File: src/rtl/config_arbiter.sv
// Two-requester round-robin front end for the single Config write port.
// One write in flight at a time: grant, strobe c_valid until ack or timeout, then report done.
module config_arbiter #(
  parameter int TIMEOUT_CYCLES = 255,
  parameter int CNT_W          = 8
) (
  input  logic       clk,
  input  logic       rst,
  input  logic       a_valid,
  input  logic [1:0] a_addr,
  input  logic [7:0] a_data,
  output logic       a_ready,
  output logic       a_done,
  input  logic       b_valid,
  input  logic [1:0] b_addr,
  input  logic [7:0] b_data,
  output logic       b_ready,
  output logic       b_done,
  output logic       done_err,
  output logic       busy,
  output logic       c_valid,
  output logic [1:0] c_addr,
  output logic [7:0] c_data,
  input  logic       c_UART_ready,
  input  logic       c_VGA_ready
);

  localparam logic [1:0] ST_IDLE  = 2'd0;
  localparam logic [1:0] ST_DRIVE = 2'd1;
  localparam logic [1:0] ST_RESP  = 2'd2;

  logic [1:0]       r_state;
  logic             r_owner;   // 0 = A, 1 = B
  logic             r_last;    // last grant, 0 = A, 1 = B
  logic [CNT_W-1:0] r_cnt;
  logic             r_c_valid;
  logic [1:0]       r_c_addr;
  logic [7:0]       r_c_data;
  logic [1:0]       r_ready;   // [1] = B, [0] = A
  logic [1:0]       r_done;
  logic             r_done_err;

  logic             w_req;
  logic             w_grant_b;
  logic [1:0]       w_addr;
  logic [7:0]       w_data;
  logic             w_addr_ok;
  logic             w_ack;
  logic             w_tmo;

  // B wins only when A is idle or A was served last; A wins the first tie after reset.
  assign w_req     = a_valid | b_valid;
  assign w_grant_b = b_valid & (~a_valid | ~r_last);
  assign w_addr    = w_grant_b ? b_addr : a_addr;
  assign w_data    = w_grant_b ? b_data : a_data;
  assign w_addr_ok = (w_addr == 2'b01) | (w_addr == 2'b10);

  // Only the ready line of the addressed target counts as an ack.
  assign w_ack = ((r_c_addr == 2'b01) & c_UART_ready) | ((r_c_addr == 2'b10) & c_VGA_ready);
  assign w_tmo = (r_cnt == CNT_W'(TIMEOUT_CYCLES - 1));

  always_ff @(posedge clk or negedge rst) begin
    if (!rst) begin
      r_state    <= ST_IDLE;
      r_owner    <= 1'b0;
      r_last     <= 1'b1;
      r_cnt      <= '0;
      r_c_valid  <= 1'b0;
      r_c_addr   <= 2'b00;
      r_c_data   <= 8'h00;
      r_ready    <= 2'b00;
      r_done     <= 2'b00;
      r_done_err <= 1'b0;
    end else begin
      r_ready    <= 2'b00;
      r_done     <= 2'b00;
      r_done_err <= 1'b0;
      case (r_state)
        ST_IDLE: begin
          if (w_req) begin
            r_c_addr <= w_addr;
            r_c_data <= w_data;
            r_owner  <= w_grant_b;
            r_last   <= w_grant_b;
            r_ready  <= {w_grant_b, ~w_grant_b};
            r_cnt    <= '0;
            if (w_addr_ok) begin
              r_c_valid <= 1'b1;
              r_state   <= ST_DRIVE;
            end else begin
              // Rejected writes skip the bus entirely and report in the next cycle.
              r_done     <= {w_grant_b, ~w_grant_b};
              r_done_err <= 1'b1;
              r_state    <= ST_RESP;
            end
          end
        end
        ST_DRIVE: begin
          if (w_ack || w_tmo) begin
            r_c_valid  <= 1'b0;
            r_done     <= {r_owner, ~r_owner};
            r_done_err <= ~w_ack;
            r_state    <= ST_RESP;
          end else begin
            r_cnt <= r_cnt + CNT_W'(1);
          end
        end
        ST_RESP: begin
          r_cnt   <= '0;
          r_state <= ST_IDLE;
        end
        default: r_state <= ST_IDLE;
      endcase
    end
  end

  assign a_ready  = r_ready[0];
  assign b_ready  = r_ready[1];
  assign a_done   = r_done[0];
  assign b_done   = r_done[1];
  assign done_err = r_done_err;
  assign busy     = (r_state != ST_IDLE);
  assign c_valid  = r_c_valid;
  assign c_addr   = r_c_addr;
  assign c_data   = r_c_data;

endmodule

File: config.mk
export PLATFORM = sky130hd
export DESIGN_NAME = config_arbiter
export DESIGN_NICKNAME = d
export VERILOG_FILES = /design/src/rtl/config_arbiter.sv
export SDC_FILE = /design/constraint.sdc
export NUM_CORES = 1
export LEC_CHECK = 0
export CAP_MARGIN = 20
export CORE_MARGIN = 8
export CORE_UTILIZATION = 41
export DETAILED_ROUTE_END_ITERATION = 16
export DONT_BUFFER_PORTS = 1
export GPL_TIMING_DRIVEN = 0
export HOLD_SLACK_MARGIN = 0.12
export PLACE_DENSITY = 0.61
export REMOVE_ABC_BUFFERS = 1
export SYNTH_ARGS = -nofsm -noshare
export SYNTH_HDL_FRONTEND = slang
export SYNTH_SLANG_ARGS = --single-unit
File: constraint.sdc
create_clock -name clk -period 3.6 [get_ports clk]
set_input_delay 0.36 -clock clk [delete_from_list [all_inputs] [get_ports clk]]
set_output_delay 0.36 -clock clk [all_outputs]
set_load 0.02 [all_outputs]
After elaboration in Yosys (flattened, before gate mapping)
Cells that the tools add are included.

Equality and inequality tests: 11. Bitwise operators: 12. Reductions and logical operators: 9. Multiplexer cells: 23. Add/subtract/negate cells: 1.

Operators with widths (count): $mux 8 (3); $pmux 8 s3 (1); $mux 2 (9); $add 8x1->8 const B (1); $eq 8x8->1 const B (1); $ne 2x2->1 const B (4); $pmux 2 s2 (2); $eq 2x1->1 const B (3); $eq 2x2->1 const B (3); $mux 1 (6); $not 1->1 (5); $or 1x1->1 (4); $pmux 1 s2 (2); $reduce_and 2->1 (2); $reduce_and 4->1 (1); $reduce_bool 2->1 (2); $and 1x1->1 (3); $reduce_and 3->1 (1); $reduce_bool 3->1 (1); $logic_not 2->1 (1); $logic_or 1x1->1 (1).

Register bits: 28. Word-level logic and storage cells: 66. Input bits: 26.

Depth between registers and ports, before layout
Depth in word-level cells: 9. Mapped depth: 6. Gate-level depth less buffers: 6.

Least setup slack after synthesis
Ideal clock, no wire load.

Kind: register to register. From: register r_cnt[0]. To: register r_cnt[4]. Data arrival time: 1346 ps. Library setup time: 135 ps. Buffers on the path: 0. Cell stages (with the launch flop): 7. Clock period less this slack: 1481 ps. Path slack: 2119 ps. Cell sequence: dfrtp_1 inv_1 ha_1 and3_1 and3_4 o311ai_1 o31ai_1.

Cells in the longest elaborated chain, start to end: 4. Elaborated cells between the ends (all ways): 7. Those cells by class: add/sub: 1; eq/ne: 2; mux: 2; reduce/logical: 2.

RTL lines: start, declared (RTL line 35) `logic [CNT_W-1:0] r_cnt;`; start signal, assigned (RTL line 105) `r_cnt <= r_cnt + CNT_W'(1);`; parallel branches: the longest is 4 deep, another holds $add 8x1->8.

Parallel ways; which one is timed is not known. The select of a mux whose other input is x is not followed. A chain may end at the register's enable or synchronous reset.

Worst setup path in the final report
From: register r_last. To: register r_c_valid, in the netlist c_valid.

Cells in the longest elaborated chain, start to end: 8. Elaborated cells between the ends (all ways): 9. Those cells by class: eq/ne: 3; mux: 1; bitwise: 4; reduce/logical: 1.

RTL lines: start, declared (RTL line 34) `logic r_last;`; start signal, assigned (RTL line 84) `r_last <= w_grant_b;`; $not 1->1 (*) (RTL line 53) `assign w_grant_b = b_valid & (~a_valid | ~r_last);`; $or 1x1->1 (*) (RTL line 53); $and 1x1->1 (*) (RTL line 53); $mux 2 (*) (RTL line 54) `assign w_addr = w_grant_b ? b_addr : a_addr;`; $eq 2x1->1 or $eq 2x2->1 (tied branches) (RTL line 56) `assign w_addr_ok = (w_addr == 2'b01) | (w_addr == 2'b10);`; $or 1x1->1 (*) (RTL line 56); $ne 2x2->1 (no line) (*); $reduce_and 4->1 (no line) (*); end signal, assigned (RTL line 68) `r_c_valid <= 1'b0;`; end signal, assigned (RTL line 88) `r_c_valid <= 1'b1;`; end signal, assigned (RTL line 100) `r_c_valid <= 1'b0;`; end, declared (RTL line 36) `logic r_c_valid;`.

Mark *: on every way between the ends. The rest lies on a longest branch, timed or not.

==> metrics.txt <==
status=finished, final reports clean; met3 Usage GRT=0.0533; Hold Crit Class=input pin to flip-flop; CP Max Fanout=9; layer with the highest usage=met2; IO Port Bufs=0; MaxCap Viol Count=0; Cell Pwr Density=771 nW/um^2; Sw Pwr=0.000497 W; Mapped Avg Cell Area=~12 sq um; met1 Track Usage GR=0.137; fin nets=between 150 and 200; Post-Syn Area=1420 sq um; vias=1004; R2R cell count=4; clk sinks=28; Peak Freq=581 MHz; Core Box Area=3340 sq um; CP startpoint kind=flip-flop; vias per inst=5.74; Chip Width=74.8 um; worst hold path cell count=2; PnR Total Power=0.00121 W; post_cts resized=0; FF-to-FF setup slack=between 1.5 and 2 ns; DRT Pass-1 Iters=4; DP Cell Count=163; M2 GR Usage=0.193; # hold bufs at CTS=8; RSZ-0062 raised after global routing=no; first-pass GRT wire length=5.16 mm; largest net degree at the start of global routing=29; Worst Tran Pin Value=0.900 ns; final worst path period need=1.72 ns; DPL Wire Length=2.21 mm; relative slew slack=0.400; DR DRC count=0; post-route setup slack=1.88 ns; Final Cycle Share=0.478; Max clock buf depth=2; final hold slack=0.220 ns; critical path class=flip-flop to flip-flop; Final setup viols=0; Overall Global Routing Usage=0.120; Pleak=0.715 nW; fraction of final layout cells sized beyond drive strength 1=0.147; clock share of power=0.172; htree depth=1; Avg WL per Cell=17.8 um; final hold vios=0; ANT cells=0; switching share of total power=0.412; Iter 0 DRT Violations=85; gpl congestion=0.807; DIE AREA=between 5000 and 6000 sq um; r2r startpoint=r_last$_DFFE_PN1P_; Place WS=1.85 ns; maximum VDD drop=0.000426 V; Ports=43; Cell variety after synth=43; Comb power frac=0.313; Seq/Total Area, Yosys=0.496; critical path startpoint=r_last$_DFFE_PN1P_; total CTS buffers=3; WP data required=3.84 ns; setup tns final=0 ns; CTS root buffer=clkbuf_4; Fillers=319; Slew Viols, Final=0; clock latency on the worst-skew pair=0.33 ns; total gr overflow=0; Post CTS Setup Buffer Count=0; Hold Startpoint=a_addr[1]; Seq pwr share=0.515; clock-pin slew on the worst setup and hold paths=0.15 ns; Non-Filler Instances=~180; Initial Utilization=0.424; vias in the first global route=1051; Area Growth Syn to Fin=10.5%; Ys Warns=0; FF+latch count, synth=28; Pint=0.000710 W; CTS tree=yes; Routed WL=a little over 3 mm; initial antenna violation count=0; worst path arrival time=1.97 ns; Synth Instances=123; Worst Skew=0.00374 ns; Rows=21; Worst setup EP type=flip-flop; Worst Hold Endpoint=c_addr[1]$_DFFE_PN0P_; number of nets with antenna violations after routing=0; chip height=about 75 um; RR Endpoint=c_valid$_DFFE_PN0P_
## power by group through the flow
stage	combinational (W)	clock, W	sequential, W
floorplan	0.000303	0	0.000599
global placement	0.000351	0	0.000627
detailed placement	0.000368	0	0.000629
CTS	0.000382	0.000213	0.000624
global route	0.000426	0.000225	0.000638
finish	0.000378	0.000207	0.000622
## layer usage
layer  part of all wire  up-vias
met2               0.48       38
met1               0.41      489
met3              0.095        5
li1                   -      472
met5                  0        -
met4              0.013        0
## through the flow
| stage | area [sq um] | utilization |
|---|---|---|
| global route | 1560 | 0.469 |
| global placement | 1420 | 0.426 |
| detailed placement | 1420 | 0.426 |
| finish | 1560 | 0.469 |
| CTS | 1560 | 0.469 |
| floorplan | 1360 | - |
## Yosys cell counts, drive strengths merged
master  number  area (sq um)
and4b        2          20.0
o21ai        9          52.6
mux2i        6          72.6
a221oi       1          15.0
buf          6          51.3
a211oi       1          7.51
inv          5          18.8
dfrtp       27           676
nand3        6          35.0
and2b        1          10.0
nor3         2          15.0
nand2        8          30.0
or2          1          6.26
o22ai        1          6.26
a31oi        2          12.5
a21o         8          60.1
nand3b       2          15.0
o32ai        1          8.76
a21boi       1          11.3
o311ai       3          26.3
a22o         6          52.6
xnor2        2          17.5
o211ai       2          15.0
and4         1          8.76
nor2         4          17.5
ha           2          25.0
o41ai        1          8.76
o31ai        2          15.0
a311oi       1          8.76
and2         1          6.26
and3         4          35.0
a31o         1          8.76
dfstp        1          26.3
nand2b       2          20.0
## cells by family (layout without fill, tap and decap cells)
family / after synthesis / in the layout / share of synthesized area
xor gates and xnor gates: 2 / 2 / 0.0124
muxes: 6 / 6 / 0.0513
AOI/OAI and AO/OA: 40 / 40 / 0.218
adders and majority gates: 2 / 2 / 0.0177
and+or+nand+nor: 34 / 34 / 0.155
buffers and inverters: 11 / 17 / 0.0495
DFF: 28 / 28 / 0.496
## state kept, by name (all words and copies together), names as in the netlist
signal	count
c_addr	2
c_data	8
c_valid	1
done_err	1
r_cnt	8
r_done	2
r_last	1
r_owner	1
r_ready	2
r_state	2
## critical path: stages, from the launching register on
cell	delay, ns
dfstp_2	0.41
a21boi_2	0.48
mux2i_4	0.41
mux2i_1	0.11
a31o_1	0.23
## layout make-up
class / count / area, sq um / share of cell area
well taps: 46 / 57.6 / 0.0368
clock buffers: 3 / 22.5 / 0.0144
flip-flops and latches: 28 / 702 / 0.449
clock inverters: 1 / 30.0 / 0.0192
inverters: 5 / 18.8 / 0.0120
repair buffers: 8 / 90.1 / 0.0576
multi-input cells: 84 / 643 / 0.411
## cell usage in the layout, fill, tap and decap left out, types with 2 or more instances in the layout
| cell type | netlist | routed |
|---|---|---|
| and3_1 | 2 | 2 |
| dfrtp_1 | 27 | 27 |
| nor2_1 | 3 | 3 |
| a31oi_1 | 2 | 2 |
| a22o_1 | 6 | 6 |
| nand2_1 | 8 | 8 |
| ha_1 | 2 | 2 |
| clkbuf_4 | 0 | 3 |
| xnor2_1 | 2 | 2 |
| o21ai_0 | 7 | 7 |
| mux2i_1 | 5 | 5 |
| o31ai_1 | 2 | 2 |
| o21ai_2 | 2 | 2 |
| o211ai_1 | 2 | 2 |
| dlygate4sd3_1 | 0 | 7 |
| a21o_1 | 8 | 8 |
| nand3_1 | 5 | 5 |
| and3_4 | 2 | 2 |
| o311ai_1 | 3 | 3 |
| and4b_1 | 2 | 2 |
| inv_1 | 5 | 5 |
| nand3b_1 | 2 | 2 |
## how the worst max path moves through the flow
stage                                        to  cells after the start
after CTS                   c_valid$_DFFE_PN0P_                      4
after global placement      c_valid$_DFFE_PN0P_                      4
after global routing      c_data[0]$_DFFE_PN0P_                      4
final                       c_valid$_DFFE_PN0P_                      4
after detailed placement    c_valid$_DFFE_PN0P_                      4
after floorplan             c_valid$_DFFE_PN0P_                      4
Note: power is estimated with default switching activity, not from simulation.
